===== src/rtl/neuron_pkg.sv =====
// Shared definitions for the neuron sequencer: FSM states and datapath widths.
// Latency: n/a (package).
// Backpressure: n/a (package).
package neuron_pkg;

  localparam int DATA_W   = 18;  // signed fixed-point operand/result width
  localparam int ACC_W    = 40;  // signed accumulator width
  localparam int FRAC_DEF = 14;  // default fractional bits

  typedef enum logic [2:0] {
    IDLE  = 3'd0,
    FETCH = 3'd1,
    DRAIN = 3'd2,
    BIAS  = 3'd3,
    ACT   = 3'd4,
    DONE  = 3'd5
  } state_t;

endpackage


===== src/rtl/neuron_mac.sv =====
// Multiply-accumulate: acc += x*w (full 36-bit product) when en, cleared by clr.
// Latency: 1 cycle from en to updated acc; clr has priority over en.
// Backpressure: none, accumulates whenever en is high.
// Ports: clk/rst (sync, active-high), clr, en, x_data/w_data operands, acc result.
module neuron_mac
  import neuron_pkg::*;
(
  input  logic                     clk,
  input  logic                     rst,
  input  logic                     clr,
  input  logic                     en,
  input  logic signed [DATA_W-1:0] x_data,
  input  logic signed [DATA_W-1:0] w_data,
  output logic signed [ACC_W-1:0]  acc
);

  logic signed [2*DATA_W-1:0] prod;
  logic signed [ACC_W-1:0]    acc_d, acc_q;

  always_comb begin
    prod  = x_data * w_data;
    acc_d = acc_q;
    if (clr) begin
      acc_d = '0;
    end else if (en) begin
      acc_d = acc_q + {{(ACC_W-2*DATA_W){prod[2*DATA_W-1]}}, prod};
    end
  end

  always_ff @(posedge clk) begin
    if (rst) acc_q <= '0;
    else     acc_q <= acc_d;
  end

  assign acc = acc_q;

endmodule


===== src/rtl/neuron_seq.sv =====
// Neuron evaluation sequencer: streams len operand pairs, MACs them, adds bias,
//   applies ReLU. Optional saturation with NEURON_SEQ_SAT_EN (default: wrap).
// Latency: result valid after edge len+3 (len>0) or edge 2 (len==0) from start.
// Backpressure: result held in DONE until out_valid&&out_ready; start ignored
//   while busy.
// Ports: clk/rst (sync, active-high); start/len/bias request; rd_en/rd_addr
//   operand reads with x_data/w_data returning one cycle later; busy;
//   out_valid/out_ready/out_data/sat_flag result handshake.
module neuron_seq
  import neuron_pkg::*;
#(
  parameter int MAX_LEN = 64,
  parameter int ADDR_W  = 6,
  parameter int FRAC    = FRAC_DEF
) (
  input  logic                     clk,
  input  logic                     rst,
  input  logic                     start,
  input  logic [ADDR_W:0]          len,
  input  logic signed [DATA_W-1:0] bias,
  output logic                     rd_en,
  output logic [ADDR_W-1:0]        rd_addr,
  input  logic signed [DATA_W-1:0] x_data,
  input  logic signed [DATA_W-1:0] w_data,
  output logic                     busy,
  output logic                     out_valid,
  input  logic                     out_ready,
  output logic signed [DATA_W-1:0] out_data,
  output logic                     sat_flag
);

  localparam logic [ADDR_W:0] LEN_MAX = (ADDR_W+1)'(MAX_LEN);

  state_t                   state_d, state_q;
  logic [ADDR_W:0]          len_d, len_q, len_clip;
  logic signed [DATA_W-1:0] bias_d, bias_q;
  logic                     rd_en_d, rd_en_q;
  logic [ADDR_W-1:0]        rd_addr_d, rd_addr_q;
  logic                     dvld_q;  // operand data on x_data/w_data is live
  logic signed [DATA_W-1:0] pre_d, pre_q;
  logic                     pre_sat_d, pre_sat_q;
  logic                     out_valid_d, out_valid_q;
  logic signed [DATA_W-1:0] out_data_d, out_data_q;
  logic                     sat_d, sat_q;
  logic                     mac_clr;
  logic signed [ACC_W-1:0]  acc;

  logic signed [ACC_W:0]    bias_ext, sum, pre_full;
  logic signed [DATA_W-1:0] pre_red;
  logic                     pre_sat;

  neuron_mac u_mac (
    .clk    (clk),
    .rst    (rst),
    .clr    (mac_clr),
    .en     (dvld_q),
    .x_data (x_data),
    .w_data (w_data),
    .acc    (acc)
  );

  // Bias aligned to the product's binary point; one extra bit so the
  // bias addition itself cannot wrap before the shift back down.
  always_comb begin
    bias_ext = {{(ACC_W+1-DATA_W){bias_q[DATA_W-1]}}, bias_q};
    sum      = {acc[ACC_W-1], acc} + (bias_ext <<< FRAC);
    pre_full = sum >>> FRAC;
  end

`ifdef NEURON_SEQ_SAT_EN
  localparam logic signed [ACC_W:0] SAT_HI = (ACC_W+1)'(2**(DATA_W-1) - 1);
  localparam logic signed [ACC_W:0] SAT_LO = (ACC_W+1)'(-(2**(DATA_W-1)));

  always_comb begin
    pre_red = pre_full[DATA_W-1:0];
    pre_sat = 1'b0;
    if (pre_full > SAT_HI) begin
      pre_red = SAT_HI[DATA_W-1:0];
      pre_sat = 1'b1;
    end else if (pre_full < SAT_LO) begin
      pre_red = SAT_LO[DATA_W-1:0];
      pre_sat = 1'b1;
    end
  end
`else
  logic unused_pre_hi;

  // Two's-complement wrap: keep the low result bits only.
  assign pre_red       = pre_full[DATA_W-1:0];
  assign pre_sat       = 1'b0;
  assign unused_pre_hi = ^pre_full[ACC_W:DATA_W];
`endif

  assign len_clip = (len > LEN_MAX) ? LEN_MAX : len;

  always_comb begin
    state_d     = state_q;
    len_d       = len_q;
    bias_d      = bias_q;
    rd_en_d     = 1'b0;
    rd_addr_d   = rd_addr_q;
    pre_d       = pre_q;
    pre_sat_d   = pre_sat_q;
    out_valid_d = out_valid_q;
    out_data_d  = out_data_q;
    sat_d       = sat_q;
    mac_clr     = 1'b0;
    case (state_q)
      IDLE: begin
        if (start) begin
          len_d     = len_clip;
          bias_d    = bias;
          mac_clr   = 1'b1;
          rd_addr_d = '0;
          if (len_clip != '0) begin
            state_d = FETCH;
            rd_en_d = 1'b1;
          end else begin
            state_d = BIAS;
          end
        end
      end
      FETCH: begin
        if ({1'b0, rd_addr_q} == len_q - (ADDR_W+1)'(1)) begin
          state_d   = DRAIN;
          rd_addr_d = '0;
        end else begin
          rd_en_d   = 1'b1;
          rd_addr_d = rd_addr_q + ADDR_W'(1);
        end
      end
      // Last operand pair lands on x_data/w_data during this cycle.
      DRAIN: state_d = BIAS;
      BIAS: begin
        pre_d     = pre_red;
        pre_sat_d = pre_sat;
        state_d   = ACT;
      end
      ACT: begin
        out_data_d  = pre_q[DATA_W-1] ? '0 : pre_q;
        sat_d       = pre_sat_q;
        out_valid_d = 1'b1;
        state_d     = DONE;
      end
      DONE: begin
        if (out_ready) begin
          out_valid_d = 1'b0;
          out_data_d  = '0;
          sat_d       = 1'b0;
          state_d     = IDLE;
        end
      end
      default: state_d = IDLE;
    endcase
  end

  always_ff @(posedge clk) begin
    if (rst) begin
      state_q     <= IDLE;
      len_q       <= '0;
      bias_q      <= '0;
      rd_en_q     <= 1'b0;
      rd_addr_q   <= '0;
      dvld_q      <= 1'b0;
      pre_q       <= '0;
      pre_sat_q   <= 1'b0;
      out_valid_q <= 1'b0;
      out_data_q  <= '0;
      sat_q       <= 1'b0;
    end else begin
      state_q     <= state_d;
      len_q       <= len_d;
      bias_q      <= bias_d;
      rd_en_q     <= rd_en_d;
      rd_addr_q   <= rd_addr_d;
      dvld_q      <= rd_en_q;
      pre_q       <= pre_d;
      pre_sat_q   <= pre_sat_d;
      out_valid_q <= out_valid_d;
      out_data_q  <= out_data_d;
      sat_q       <= sat_d;
    end
  end

  assign rd_en     = rd_en_q;
  assign rd_addr   = rd_addr_q;
  assign busy      = (state_q != IDLE);
  assign out_valid = out_valid_q;
  assign out_data  = out_data_q;
  assign sat_flag  = sat_q;

endmodule


===== config.mk =====
export PLATFORM = sky130hd
export DESIGN_NAME = neuron_seq
export DESIGN_NICKNAME = d
export VERILOG_FILES = /design/src/rtl/neuron_pkg.sv /design/src/rtl/neuron_mac.sv /design/src/rtl/neuron_seq.sv
export SDC_FILE = /design/constraint.sdc
export NUM_CORES = 1
export LEC_CHECK = 0
export CAP_MARGIN = 15
export CORE_MARGIN = 5
export CORE_UTILIZATION = 55
export DETAILED_ROUTE_END_ITERATION = 12
export GPL_TIMING_DRIVEN = 0
export HOLD_SLACK_MARGIN = 0.06
export PLACE_DENSITY = 0.76
export SYNTH_ARGS = -nofsm -noshare
export SYNTH_HDL_FRONTEND = slang
export SYNTH_SLANG_ARGS = --single-unit

===== constraint.sdc =====
create_clock -name clk -period 17 [get_ports clk]
set_clock_uncertainty 0.15 [all_clocks]
set_input_delay 2.55 -clock clk [delete_from_list [all_inputs] [get_ports clk]]
set_output_delay 2.55 -clock clk [all_outputs]
set_load 0.01 [all_outputs]

==> results.md, run 1 <==
* Status: finished clean
* Critical path's slowest cell: clkdlybuf4s50_1
* Number of global-route vias before repair at 14.2k
* Post-synth EDFFs at 0
* Slew margin rel. at 49.1%
* Clock transition at path regs at 0.08 ns
* Detailed Place HPWL at 36.0 mm
* # hold bufs at CTS at 0
* Cells after Synth at 2,005
* Final Critical Period at 12.15 ns
* Crit-path most repeated cell: fa_1
* CTS buffer count at 9
* Final WL at 43.2 mm
* First-pass GRT wire length at 71.1 mm
* Worst-Skew Late Latency at 0.36 ns
* Fillers at 2,753
* Core box area at 31,400 um^2
* Asr flop ratio synth at 0%
* WL met1 at 17.6 mm
* RSZ-0062 raised after global routing: false
* Num rows at 65
* Nets at 2,606
* Top Layer Used: met4
* Syn_area_per_cell at 8.69 um^2
* Gpl congestion at 0.984
* CTS sink cnt at 104
* Die Height at 188 um
* Post-synthesis sequential area ratio at 11.9%
* Die Wd at 188 um
* CTS tree: done
* Final Hold Fails at 0
* Fmax at 0.0823 GHz
* Share of cells above drive strength 1 at 1.61%
* Slew of the pin with the lowest slew margin at 0.763 ns
* WL/cell at 17.2 um
* Setup TNS at 0 ns
* Synthesized flop and latch total at 104
* Drt drc at 0
* Total Routing Usage GR at 24.7%
* Via Count at 13.8k
* Setup crit end kind: register
* CTS resizes at 0
* Final Max Tran Viols at 0
* Drt initial violations at 911
* Most frequent cells in the layout: inv_1 (364), fa_1 (298), nand2_1 (227)
* Initial antenna violation count at 0
* Count of final setup violators at 0
* Hold Path Class: reg -> reg
* Met2 Wirelength at 21.3 mm
* Clock root cell: clkbuf_16
* Final Cycle Share at 71.5%
* Post-Syn Area at 17,400 um^2
* Largest net degree at the start of global routing at 20
* Most common cell after layout, fill and taps aside: inv_1
* Area Overhead vs Synth at 9.58%
* Clock buffer depth at 2
* Postcts setup bufs at 0
* Antenna Violating Nets Remaining at 0
* Metal3 WL at 3.12 mm
* Via-per-instance ratio at 5.51
* DIE AREA at 35,300 um^2
* Peak per-stage delay on the critical path at 0.86 ns
* Library cells used by synthesis at 63
* # IOs at 93
* Required @ worst endpoint at 17.11 ns
* Starting density of the core at 55.5%
* 1st-pass router iterations at 5
* Data arrival, critical path at 12.26 ns
* Grt ovf at 0
* Max cap viols at 0
* Ys Warns at 0
* Max FO, Critical Path at 10
* Crit Path Class: in -> reg
* H-tree lvl count at 3
* IO buf count at 84
* Worst setup SP type: input pin
* Synth Flop Type: dfxtp_1
-- Yosys cell counts (4+ instances only) --
cell | number | area [um^2]
inv_1 | 364 | 1370
fa_1 | 298 | 5970
nand2_1 | 227 | 852
and2_1 | 183 | 1140
ha_1 | 141 | 1760
nor2_1 | 116 | 435
dfxtp_1 | 104 | 2080
a21oi_1 | 94 | 470
clkbuf_1 | 69 | 259
xnor2_1 | 68 | 596
o21ai_0 | 32 | 160
mux2i_1 | 24 | 240
nand2b_1 | 24 | 150
a21o_1 | 20 | 150
a22oi_1 | 20 | 150
a211oi_1 | 19 | 143
xor2_1 | 18 | 158
nor3_1 | 15 | 75.1
nor2b_1 | 12 | 75.1
o21a_1 | 12 | 90.1
o21bai_1 | 12 | 90.1
nand3_1 | 11 | 55.1
nand3b_1 | 11 | 82.6
o21ai_1 | 10 | 50.1
a31oi_1 | 8 | 50.1
nand4_1 | 7 | 43.8
o31ai_1 | 7 | 52.6
and3_1 | 6 | 37.5
o2111ai_1 | 6 | 52.6
nor4_1 | 4 | 25.0
o211ai_1 | 4 | 30.0
or3_1 | 4 | 25.0
-- logic make-up (layout without fill, tap and decap cells) --
kind of cell	after synthesis	count (layout)	share of synthesized area (%)
compound gates	270	270	9.96
xor+xnor	90	90	4.81
fa+ha+maj	439	439	44.4
buf+inv	442	543	9.59
flops	104	104	11.9
mux	24	24	1.38
other cells	1	4	0.0215
simple gates	635	635	17.9
-- metal layers --
metal	vias to the layer above	GRT usage [%]
met4	0	6.47
met5	-	0
met3	88	3.80
met2	493	41.9
li1	6444	-
met1	6820	33.4
-- per-stage QoR --
stage               instance area, um^2  std cells  utilization, %  hold slack, ns  worst slack (ns)
finish                            19100       2511            60.8           0.312              4.85
global route                      19100       2509            60.8           0.332              4.44
CTS                               19100       2509            60.8           0.314              4.99
detailed placement                18800       2493            59.8           0.306              4.66
global placement                  18800       2492            59.8           0.296              4.79
floorplan                         17400       2006               -           0.282              6.59
-- final timing paths --
check                    start             to  slack [ns]  cells after the start
setup reg to reg  u_mac.acc[1]  u_mac.acc[31]       13.44                     11
setup / recovery     w_data[3]  u_mac.acc[31]        4.85                     31
hold reg to reg      bias_q[8]      bias_q[8]        0.31                      2
hold / removal       bias_q[8]      bias_q[8]        0.31                      2
-- critical path, delay by kind of cell --
| kind | cells | cell delay [ns] |
|---|---|---|
| buffers and inverters | 5 | 1.62 |
| xor gates and xnor gates | 1 | 0.14 |
| AOI/OAI and AO/OA | 10 | 2.44 |
| adders and majority gates | 8 | 3.78 |
| and+or+nand+nor | 7 | 1.70 |
-- flip-flops by register name (all words and copies together) (netlist names), 3 cells and up --
name	cells
u_mac.acc	32
bias_q	18
pre_q	18
out_data	17
len_q	7
rd_addr	6
state_q	3
-- area by class of cell --
type                    count  area (um^2)  share of cell area, %
diodes                      2         5.00                 0.0262
plain buffers              76          298                   1.56
clock buffers               9          225                   1.18
clock inverters             7         86.3                  0.452
inverters                 366         1370                   7.19
multi-input cells        1460        13700                   71.6
flip-flops and latches    104         2080                   10.9
well taps                 402          503                   2.63
repair buffers             85          846                   4.43
Power of run 1 is not shown: default switching activity piles up to over one toggle a cycle in this logic, so the estimate is an artifact.
==> inputs of run 2 (changes only) <==
Settings changed: PLACE_DENSITY 0.76 to 0.79.
Clock period 17 ns to 10.33 ns, I/O delays scaled along.
==> run 2 against run 1 <==
  * Die area is the same
  * Core utilization increased by 0.45 points
  * Sequential share of layout area is 0.079 points lower
  * Critical path depth is 3 higher
  * Hold slack worse by 0.0085 ns
  * Global-route usage increased by 0.39 points
  * Largest cell class unchanged
  * Cell count is the same
  * Register-to-register slack worse by 6.5 ns
  * Count of clock-buffer cells in the layout is the same
  * Non-clock buffer count grew 1
  * Critical path type unchanged
  * Worst setup slack got worse by 4.5 ns
==> results.md, run 2 (synthesized netlist as in run 1, its figures left out) <==
* Required @ worst endpoint at 10.44 ns
* Area Overhead vs Synth at 10.4%
* Critical R2R Capture: u_mac.acc[31]
* Most common cell after layout, fill and taps aside: inv_1
* Data arrival, critical path at 10.10 ns
* Critical path's slowest cell: fa_1
* # IOs at 93
* Grt ovf at 0
* Number of global-route vias before repair at 14.8k
* Hold slack at 0.303 ns
* Top Usage Layer GRT: met2
* Final Hold Fails at 0
* Final worst setup slack at 0.334 ns
* Critical path's top delay family: adder cells
* Num rows at 65
* Nets at 2,607
* Clock root cell: clkbuf_16
* 1st-pass router iterations at 7
* Pre-CTS worst setup slack at -1.06 ns
* Count of final setup violators at 0
* Drt drc at 0
* Final instance area at 19,200 um^2
* Slew margin rel. at 52.3%
* Drt initial violations at 970
* H-tree lvl count at 3
* Via-per-instance ratio at 5.61
* GRT met1 Usage at 32.8%
* Final WL at 43.3 mm
* WL/cell at 17.3 um
* Worst setup SP type: input pin
* Crit Path Class: in -> reg
* Gpl congestion at 0.994
* Detailed Place HPWL at 35.9 mm
* Share of cells above drive strength 1 at 3.65%
* Worst Setup SP: x_data[6]
* Crit path capture: u_mac.acc[31]
* Clock buffer depth at 2
* Starting density of the core at 55.5%
* Hold Path Class: reg -> reg
* Max FO, Critical Path at 10
* Stages on the worst setup path at 34
* Max cap viols at 0
* Peak per-stage delay on the critical path at 0.55 ns
* Most frequent cells in the layout: inv_1 (364), fa_1 (298), nand2_1 (227)
* Met3 track demand over resource at 5.10%
* Worst-Skew Late Latency at 0.36 ns
* Placed inst area at 18,800 um^2
* First-pass GRT wire length at 72.8 mm
* Antenna Violating Nets Remaining at 0
* R2R depth at 11
* Setup crit end kind: register
* Core box area at 31,400 um^2
* CP Buf/Inv Count at 8
* Final Cycle Share at 96.8%
* Fmax at 0.100 GHz
* DIE AREA at 35,300 um^2
* Clock transition at path regs at 0.08 ns
* Largest net degree at the start of global routing at 22
* Grt met2 use at 42.1%
* CTS buffer count at 9
* Final Critical Period at 10.0 ns
* Via Count at 14.1k
* Initial antenna violation count at 2
* Number of flip-flops in the largest register at 32
* FF-to-FF Start: u_mac.acc[1]
* Crit-path most repeated cell: fa_1
* Slew of the pin with the lowest slew margin at 0.715 ns
* Die Wd at 188 um
* CTS tree: done
* CTS sink cnt at 104
* Final Max Tran Viols at 0
* Flop2flop setup slack at 6.91 ns
* IO buf count at 84
* Status: finished clean
* Total Routing Usage GR at 25.1%
* Die Height at 188 um
-- run 2: cell count changes in the layout (fill, tap and decap cells not counted), sizes merged --
| cell | before | now |
|---|---|---|
| buf | 8 | 19 |
| diode | 2 | 1 |
| clkdlybuf4s50 | 84 | 58 |
| inv | 370 | 372 |
| clkbuf | 78 | 71 |
| dlygate4sd2 | 0 | 1 |
| dlymetal6s2s | 0 | 22 |
| bufinv | 1 | 0 |
| clkinv | 2 | 1 |
-- run 2: cell type report --
| type | count | area (um^2) |
|---|---|---|
| sequential | 104 | 2080 |
| tap | 402 | 503 |
| buffer | 75 | 358 |
| inverter | 366 | 1370 |
| antenna | 1 | 2.50 |
| clock inverter | 7 | 78.8 |
| clock buffer | 9 | 225 |
| timing repair buffer | 87 | 900 |
| multi-input combinational | 1460 | 13700 |
| fill | 2603 | 12200 |
-- run 2: routing by layer --
metal	vias up	part of all wire, %
met5	-	0
met4	0	3.5
met3	118	8.5
met2	593	49
met1	6911	39
li1	6459	-
-- run 2: metrics by stage --
step	util [%]	setup TNS, ns	std cells
floorplan	-	0	2006
global placement	59.8	-1.32	2492
detailed placement	59.8	-1.56	2493
CTS	61.0	0	2511
global route	61.3	-0.0315	2510
finish	61.3	0	2511
-- run 2: repair_timing --
action,4_1_cts,5_1_grt
pin swaps,1,1
hold buffers,0,0
gates resized for setup,32,73
setup endpoints to repair,2,1
buffers inserted,2,0
endpoints found under the hold margin,0,0
-- run 2: how the worst min path moves through the flow --
stage / start / endpoint / slack, ns / depth (start not counted)
2_1_floorplan: pre_q[4] / pre_q[4] / 0.28 / 2
3_3_place_gp: pre_q[7] / pre_q[7] / 0.29 / 2
3_5_place_dp: pre_q[7] / pre_q[7] / 0.30 / 2
4_1_cts: pre_q[7] / pre_q[7] / 0.31 / 2
5_1_grt: pre_q[7] / pre_q[7] / 0.32 / 2
6_report: pre_q[7] / pre_q[7] / 0.30 / 2
-- run 2: tightest hold or removal path: cells and delay by family, from the launching register on --
kind,cells,cell delay [ns]
AOI/OAI and AO/OA,1,0.05
DFF,1,0.31
and+or+nand+nor,1,0.05
Power of run 2 is left out for the same reason.
